`config.mk`:
```
export PLATFORM = sky130hd
export DESIGN_NAME = fetch_buf
export DESIGN_NICKNAME = d
export VERILOG_FILES = /design/src/rtl/tartaruga_pkg.sv /design/src/rtl/fetch_buf_queue.sv /design/src/rtl/fetch_buf.sv
export SDC_FILE = /design/constraint.sdc
export NUM_CORES = 1
export LEC_CHECK = 0
export ABC_AREA = 1
export CORE_UTILIZATION = 48
export DETAILED_ROUTE_END_ITERATION = 8
export PLACE_DENSITY = 0.76
export SKIP_LAST_GASP = 1
export SYNTH_ARGS = -nofsm -noshare
export SYNTH_HDL_FRONTEND = slang
export SYNTH_HIERARCHICAL = 1
export SYNTH_SLANG_ARGS = --single-unit
```
`constraint.sdc`:
```
create_clock -name clk_i -period 2.9 [get_ports clk_i]
set_input_delay 0.435 -clock clk_i [delete_from_list [all_inputs] [get_ports clk_i]]
set_output_delay 0.435 -clock clk_i [all_outputs]
set_load 0.01 [all_outputs]
```
`src/rtl/tartaruga_pkg.sv`:
```
// Shared fetch-path types: 32-bit bus and instruction words, fetch-queue entry layout.
package tartaruga_pkg;

  typedef logic [31:0] bus32_t;
  typedef logic [31:0] instruction_t;

  typedef struct packed {
    bus32_t       pc;
    instruction_t instr;
    logic         filled;
  } fetch_entry_t;

  localparam bus32_t FETCH_ALIGN_MASK = 32'hFFFF_FFFC;

  function automatic bus32_t fetch_align(input bus32_t addr);
    return addr & FETCH_ALIGN_MASK;
  endfunction

endpackage

```
`src/rtl/fetch_buf_queue.sv`:
```
// In-order fetch queue: entries are allocated at grant, filled on response, popped by decode.
module fetch_buf_queue
  import tartaruga_pkg::*;
#(
  parameter int unsigned DEPTH = 4
) (
  input  logic         clk_i,
  input  logic         rstn_i,
  input  logic         clear_i,
  input  logic         alloc_i,
  input  bus32_t       alloc_pc_i,
  input  logic         fill_i,
  input  instruction_t fill_instr_i,
  input  logic         pop_i,
  output fetch_entry_t head_o
);

  localparam int unsigned PTR_W = $clog2(DEPTH);

  fetch_entry_t     mem_q [DEPTH];
  logic [PTR_W-1:0] alloc_ptr_q;
  logic [PTR_W-1:0] fill_ptr_q;
  logic [PTR_W-1:0] rd_ptr_q;

  // Pop, alloc and fill never target the same slot: the head is filled,
  // the fill slot is allocated-but-empty, the alloc slot is free.
  always_ff @(posedge clk_i or negedge rstn_i) begin
    if (!rstn_i) begin
      alloc_ptr_q <= '0;
      fill_ptr_q  <= '0;
      rd_ptr_q    <= '0;
      for (int i = 0; i < DEPTH; i++) mem_q[i] <= '0;
    end else if (clear_i) begin
      alloc_ptr_q <= '0;
      fill_ptr_q  <= '0;
      rd_ptr_q    <= '0;
      for (int i = 0; i < DEPTH; i++) mem_q[i] <= '0;
    end else begin
      if (pop_i) begin
        mem_q[rd_ptr_q] <= '0;
        rd_ptr_q        <= rd_ptr_q + 1'b1;
      end
      if (alloc_i) begin
        mem_q[alloc_ptr_q].pc <= alloc_pc_i;
        alloc_ptr_q           <= alloc_ptr_q + 1'b1;
      end
      if (fill_i) begin
        mem_q[fill_ptr_q].instr  <= fill_instr_i;
        mem_q[fill_ptr_q].filled <= 1'b1;
        fill_ptr_q               <= fill_ptr_q + 1'b1;
      end
    end
  end

  assign head_o = mem_q[rd_ptr_q];

endmodule

```
`src/rtl/fetch_buf.sv`:
```
// Decoupled instruction-fetch stage: PC, issue rule, outstanding/drop accounting around the fetch queue.
module fetch_buf
  import tartaruga_pkg::*;
#(
  parameter bus32_t      RESET_PC        = 32'h8000_0000,
  parameter int unsigned QUEUE_DEPTH     = 4,
  parameter int unsigned MAX_OUTSTANDING = 2
) (
  input  logic         clk_i,
  input  logic         rstn_i,
  input  logic         redirect_i,
  input  bus32_t       redirect_pc_i,
  output logic         imem_req_o,
  output bus32_t       imem_addr_o,
  input  logic         imem_gnt_i,
  input  logic         imem_rvalid_i,
  input  instruction_t imem_rdata_i,
  output logic         out_valid_o,
  input  logic         out_ready_i,
  output bus32_t       out_pc_o,
  output instruction_t out_instr_o
);

  localparam int unsigned CNT_W  = $clog2(QUEUE_DEPTH + 1);
  localparam int unsigned OCNT_W = $clog2(MAX_OUTSTANDING + 1);
  localparam logic [CNT_W-1:0]  DEPTH_C = CNT_W'(QUEUE_DEPTH);
  localparam logic [OCNT_W-1:0] MAXO_C  = OCNT_W'(MAX_OUTSTANDING);

  bus32_t            pc_q;
  logic [CNT_W-1:0]  alloc_cnt_q;
  logic [OCNT_W-1:0] out_cnt_q;
  logic [OCNT_W-1:0] drop_cnt_q;
  fetch_entry_t      head;
  logic              grant;
  logic              fill;
  logic              pop;
  logic              dropping;

  // Request is gated by reset so the port is quiet while rstn_i is low.
  always_comb begin
    imem_req_o  = rstn_i & ~redirect_i & (alloc_cnt_q < DEPTH_C) & (out_cnt_q < MAXO_C);
    imem_addr_o = pc_q;
    grant       = imem_req_o & imem_gnt_i;
    dropping    = (drop_cnt_q != '0);
    fill        = imem_rvalid_i & ~redirect_i & ~dropping;
    out_valid_o = head.filled & ~redirect_i;
    pop         = out_valid_o & out_ready_i;
    out_pc_o    = head.pc;
    out_instr_o = head.instr;
  end

  always_ff @(posedge clk_i or negedge rstn_i) begin
    if (!rstn_i) begin
      pc_q <= RESET_PC;
    end else if (redirect_i) begin
      pc_q <= fetch_align(redirect_pc_i);
    end else if (grant) begin
      pc_q <= pc_q + 32'd4;
    end
  end

  always_ff @(posedge clk_i or negedge rstn_i) begin
    if (!rstn_i) begin
      alloc_cnt_q <= '0;
    end else if (redirect_i) begin
      alloc_cnt_q <= '0;
    end else begin
      case ({grant, pop})
        2'b10:   alloc_cnt_q <= alloc_cnt_q + 1'b1;
        2'b01:   alloc_cnt_q <= alloc_cnt_q - 1'b1;
        default: alloc_cnt_q <= alloc_cnt_q;
      endcase
    end
  end

  // Every response retires one outstanding request, whether it is kept or dropped.
  always_ff @(posedge clk_i or negedge rstn_i) begin
    if (!rstn_i) begin
      out_cnt_q <= '0;
    end else begin
      case ({grant, imem_rvalid_i})
        2'b10:   out_cnt_q <= out_cnt_q + 1'b1;
        2'b01:   out_cnt_q <= out_cnt_q - 1'b1;
        default: out_cnt_q <= out_cnt_q;
      endcase
    end
  end

  // On a flush everything still in flight becomes stale, minus a response landing right now.
  always_ff @(posedge clk_i or negedge rstn_i) begin
    if (!rstn_i) begin
      drop_cnt_q <= '0;
    end else if (redirect_i) begin
      drop_cnt_q <= out_cnt_q - OCNT_W'(imem_rvalid_i);
    end else if (dropping && imem_rvalid_i) begin
      drop_cnt_q <= drop_cnt_q - 1'b1;
    end
  end

  fetch_buf_queue #(
    .DEPTH (QUEUE_DEPTH)
  ) u_queue (
    .clk_i        (clk_i),
    .rstn_i       (rstn_i),
    .clear_i      (redirect_i),
    .alloc_i      (grant),
    .alloc_pc_i   (pc_q),
    .fill_i       (fill),
    .fill_instr_i (imem_rdata_i),
    .pop_i        (pop),
    .head_o       (head)
  );

  a_rvalid_legal : assert property (@(posedge clk_i) disable iff (!rstn_i)
    imem_rvalid_i |-> (out_cnt_q != '0));

  a_cnt_order : assert property (@(posedge clk_i) disable iff (!rstn_i)
    (drop_cnt_q <= out_cnt_q) && (out_cnt_q <= MAXO_C));

endmodule

```
---- Word-level counts from Yosys, hierarchy flattened ----
Index checks and enable logic that the tools add are counted.
operators by class
  $add $sub $neg .......................... 10
  magnitude comparators ................... 8
  eq/ne operators ......................... 4
  multiplexer cells ....................... 33
  bitwise operators ....................... 15
  reduce and logical (&&, ||, !) cells .... 11
operators by type and width
  kind                     count
  $mux W260                6
  $bwmux W260              3
  $demux W65 S2            4
  $and A260 B260 Y260      1
  $mux W65                 4
  $not A260 Y260           1
  $bmux W65 S2             1
  $mux W32                 2
  $mux W33                 1
  $add A32 B3 Y32 const B  1
  $mux W2                  8
  $reduce_bool A2 Y1       6
  $ge A3 B3 Y1 const B     3
  $lt A3 B1 Y1 const B     3
  $not A2 Y3               3
  $add A2 B1 Y2 const B    4
  $and A1 B1 Y1            8
  $pmux W3 S2              1
  $eq A2 B1 Y1 const B     2
  $eq A2 B2 Y1 const B     2
  $logic_and A1 B1 Y1      4
  $pmux W2 S2              1
  $sub A2 B1 Y2 const B    2
  $add A3 B1 Y3 const B    1
  8 further kinds          9
storage, ports and cells
  flip-flop bits (word level) ............. 305
  output and inout bits ................... 98

---- Logic depth before layout (Yosys ltp) ----
  word-level depth ........................ 16
  depth in mapped cells ................... 18
  gate-level depth less buffers ........... 15

---- Cells and area by module ----
The synthesis kept the hierarchy.
by module, submodules not included
  module           instances  cells each  area each (µm²)
  fetch_buf_queue  1          2402        15902.8
  fetch_buf        1          438         2852.7

---- Worst setup path before layout ----
Ideal clock, no wire load.
  path kind ............................... register to register
  from .................................... register u_queue.rd_ptr_q[0]
  to ...................................... register alloc_cnt_q[2]
  data arrival time ....................... 2.270 ns
  path slack .............................. 0.513 ns
  cell stages (with the launch flop) ...... 18
  buffers on the path ..................... 3
  clock period less this slack ............ 2.387 ns
  path through ............................ dfrtp_1 -> buf_2 -> buf_6 -> buf_6 -> or2_1 -> nand3_1 -> nand2_1 -> inv_1 -> nor2_2 -> nand2_1 -> inv_1 -> nand2_2 -> inv_1 -> fa_1 -> xnor2_1 -> xor2_1 -> nand2_1 -> nand2_1
RTL lines
  element                 line                   text
  from (decl)             fetch_buf_queue.sv:23  logic [PTR_W-1:0] rd_ptr_q;
  from (signal assigned)  fetch_buf_queue.sv:41  rd_ptr_q <= rd_ptr_q + 1'b1;
  to (signal assigned)    fetch_buf.sv:69        2'b10: alloc_cnt_q <= alloc_cnt_q + 1'b1;
  to (signal assigned)    fetch_buf.sv:70        2'b01: alloc_cnt_q <= alloc_cnt_q - 1'b1;
  to (signal assigned)    fetch_buf.sv:71        default: alloc_cnt_q <= alloc_cnt_q;
  to (decl)               fetch_buf.sv:30        logic [CNT_W-1:0] alloc_cnt_q;

---- Final worst setup path ----
  from .................................... register u_queue.rd_ptr_q[0]
  to ...................................... output out_pc_o[21]
between the ends
  cells in the longest elaborated chain, start to end .. 4
ends and longest elaborated chain
  element                                       line                   text
  $not A2 Y3 (implied by the code)              fetch_buf_queue.sv:55  assign head_o = mem_q[rd_ptr_q];
  $bmux W65 S2                                  fetch_buf_queue.sv:55
  $mux W65 (implied by the code) (2 in series)  fetch_buf_queue.sv:55
  to (decl)                                     fetch_buf.sv:20        output bus32_t out_pc_o,
Every way passes these cells. The select of a mux whose other input is x is not followed.

==> summary.md <==
| Metric | Value |
|---|---|
| Status | finished, final reports clean |
| Vias in the first global route | 16,900 |
| Clk_skew | ~0.013 ns |
| Grt ovf | 0 |
| Final HPWL DP | 30,200 um |
| Hold worst-path end | imem_addr_o[6] |
| RSZ-0062 raised after global routing | yes |
| Core area | just under 0.04 mm2 |
| H-tree depth | 2 |
| Max_slew headroom | 45.1% |
| Async set-reset flop share out of synthesis | 100% |
| Hold_sp | redirect_i |
| Antenna viol nets, final | 0 |
| Synth area leader | dfrtp_1 |
| Post CTS Setup Buffer Count | 0 |
| Port Buffers | 163 |
| TritonCTS buffer count | 36 |
| Worst slew pin tran | around 0.82 ns |
| Largest fanout on the critical path | 38 |
| Post-Synthesis Cells | 2,840 |
| R2R setup slack | roughly 0.4 ns |
| Fraction of layout cells with a size suffix above 1 | 7.16% |
| Final Max Slew Viols | 0 |
| Layout area overhead | 15.7% |
| Routed WL | 50,000 um |
| Fillers | approximately 3,600 |
| Drt initial violations | 1,312 |
| Maximum root-to-sink buffer count | 3 |
| Netlist Area Pre-Place | 0.0188 mm2 |
| Area share of the largest cell type after synthesis | 40.3% |
| Initial antenna violation count | 0 |
| Cells after DPL | about 3,400 |
| # clock sinks | 303 |
| CP Class | reg2out |
| DR vias/cell | 4.90 |
| Final WS setup | 0.0895 ns |
| Top post-synthesis cells by area | dfrtp_1 40%, nand2_1 19%, inv_1 10% |
| Final nets | 3,009 |
| Max_cap viols | 0 |
| TritonCTS clock tree | done |
| RR Startpoint | u_queue/rd_ptr_q[0] |
| Place WS | 0.401 ns |
| I/O pin cnt | 168 |
| WL/cell | 14.4 um |
| Vias | 17,000 |
| RR Endpoint | alloc_cnt_q[2] |
| Worst-skew pair later-pin latency | between 0.5 and 0.6 ns |
| Static Leakage | 11.3 nW |
| Critical Path End Type | output pin |
| Drt pass-1 iters | 5 |
| Die width | 200 um |
| Setup crit start kind | flop |
| Max incr delay on CP | 0.52 ns |
| Period utilization | 96.9% |
| Final setup fails | 0 |
| Multi-input gate area | 0.00825 mm2 |
| Sequential cell area | 0.00759 mm2 |
| Cells along the critical path | buf_4 -> or2_2 -> nand3_1 -> nand2_1 -> clkdlybuf4s50_1 |
| Cell Rows | 72 |
| Non-Filler Instances | roughly 3,500 |
| Setup TNS | 0 ns |
| CP arrival | 2.38 ns |
| Slowest CP cell | dfrtp_4 |
| DRC violation count after routing | 0 |
| Most common cell in the synthesized netlist | nand2_1 |
| Min Tclk post-route | 2.81 ns |
| Distinct cells, synth | 38 |
| Root Driver | clkbuf_16 |
| Total die area | 0.0399 mm2 |
| HP Class | in2reg |
| EDFF count, synth | 0 |
| Final Hold Fails | 0 |
| Synth top cells by count | 956 x nand2_1, 507 x inv_1, 302 x dfrtp_1 |
| Routability cong. | 0.889 |
| WP data required | between 2 and 2.5 ns |
| Global-route wire length before repair | 83,000 um |
| Height of the die | 200 um |
| Fmax | 356 MHz |
| Largest net degree at the start of global routing | 134 |
| Cells on worst reg2reg path | 14 |
| Worst path bufs/invs | 2 |
| Ys Warns | 6 |
| Cell area power density | 522 mW/mm2 |
| GRT Total Usage | 25.8% |
| Hold depth | 3 |
| Starting Density | 48.6% |
| CP delay by family, top | buffers and inverters |
| Clk slew on worst S/H paths | 0.06 ns |
| Worst vdd ir | 0.346 mV |
| Most used DFF post-synth | dfrtp_1 |
| Mapped Avg Cell Area | 6.60 um2 |
| Sequential fraction of the synthesis area | 40.4% |
| #FFs+latches synth | 303 |
## how the worst max path moves through the flow
stage	start	end	slack, ns	cells after the start
2_1_floorplan	u_queue/rd_ptr_q[0]	alloc_cnt_q[2]	0.51	17
3_3_place_gp	u_queue/rd_ptr_q[0]	out_instr_o[29]	0.41	6
3_5_place_dp	u_queue/rd_ptr_q[0]	out_instr_o[29]	0.40	6
4_1_cts	u_queue/rd_ptr_q[0]	out_pc_o[25]	0.04	5
5_1_grt	u_queue/rd_ptr_q[0]	out_pc_o[21]	-0.001	5
6_report	u_queue/rd_ptr_q[0]	out_pc_o[21]	0.09	5
## worst register-to-register path, cell delays in order (launching register included)
cell	delay (ns)
dfrtp_4	0.52
or2_1	0.24
nand3_1	0.06
nand2_1	0.06
inv_1	0.13
nor2_2	0.05
nand2_1	0.08
inv_1	0.19
nand2_2	0.17
inv_1	0.07
fa_1	0.38
xnor2_1	0.19
xor2_1	0.16
nand2_1	0.07
nand2_1	0.06
## routing by layer
metal	vias up	part of all wire, %	global-route usage [%]
li1	8555	-	-
met2	523	47	44.2
met4	0	2.3	7.61
met5	-	0	0
met1	7835	45	34.0
met3	67	5.8	3.31
## report_power, final
part	total [mW]	leakage [nW]	internal [mW]	switching (mW)
clock	4.37	0.575	2.61	1.76
sequential	4.74	4.15	4.45	0.294
combinational	2.20	6.58	0.967	1.23
## layout make-up
class | instances | share of cell area, %
Multi-Input combinational cell | 1866 | 38.0
Sequential cell | 303 | 35.0
Timing Repair Buffer | 198 | 9.68
Inverter | 517 | 9.00
Clock buffer | 54 | 5.07
Tap cell | 518 | 2.99
Clock inverter | 8 | 0.219
Antenna cell | 1 | 0.0115
## cells in the final DEF, fill, tap and decap left out, drive strengths merged
master | Yosys | routed
nand2 | 974 | 974
dlygate4sd3 | 0 | 1
a21oi | 14 | 14
dfrtp | 302 | 302
nor3 | 4 | 4
clkdlybuf4s50 | 0 | 161
buf | 127 | 36
dfstp | 1 | 1
diode | 0 | 1
o21ai | 286 | 286
and2 | 1 | 1
fa | 1 | 1
xnor2 | 6 | 6
o21bai | 2 | 2
clkbuf | 36 | 54
nand3 | 161 | 161
nand4 | 1 | 1
ha | 16 | 16
nor2 | 310 | 310
conb | 1 | 10
xor2 | 7 | 7
or2 | 68 | 68
o211ai | 5 | 5
inv | 514 | 516
clkinv | 3 | 9
## sequential cells by signal, summed over array words and instances (netlist names)
register / cells
u_queue/fill_ptr_q: 2
out_cnt_q: 2
alloc_cnt_q: 3
u_queue/rd_ptr_q: 2
imem_addr_o: 30
u_queue/alloc_ptr_q: 2
drop_cnt_q: 2
u_queue/mem_q: 260
## stage by stage
| step | hold slack (ns) | cell area, um2 | utilization (%) | power, mW |
|---|---|---|---|---|
| 5_1_grt | 0.348 | 21700 | 56.3 | 11.9 |
| 6_report | 0.331 | 21700 | 56.3 | 11.3 |
| 3_5_place_dp | 0.350 | 20500 | 53.2 | 7.00 |
| 2_1_floorplan | 0.139 | 18800 | - | 6.01 |
| 3_3_place_gp | 0.346 | 20500 | 53.2 | 6.93 |
| 4_1_cts | 0.323 | 21700 | 56.2 | 11.4 |
## cells by family (layout without fill, tap and decap cells)
kind of cell             count (synthesis)  in the layout  synth area share [%]
AO/OA/AOI/OAI                          307            307                  8.35
XOR/XNOR                                13             13                 0.607
AND/OR/NAND/NOR                       1519           1519                  33.6
buffers and inverters                  680            777                  15.8
flip-flops                             303            303                  40.4
other                                    1             11                0.0200
adder cells (fa/ha/maj)                 17             17                  1.17
## what timing repair did
action	in CTS	in global routing
endpoints found under the hold margin	33	0
hold buffers	1	0
endpoints found under the setup margin	14	8
resized for setup	2	3
Power figures use the tool's default switching activity.
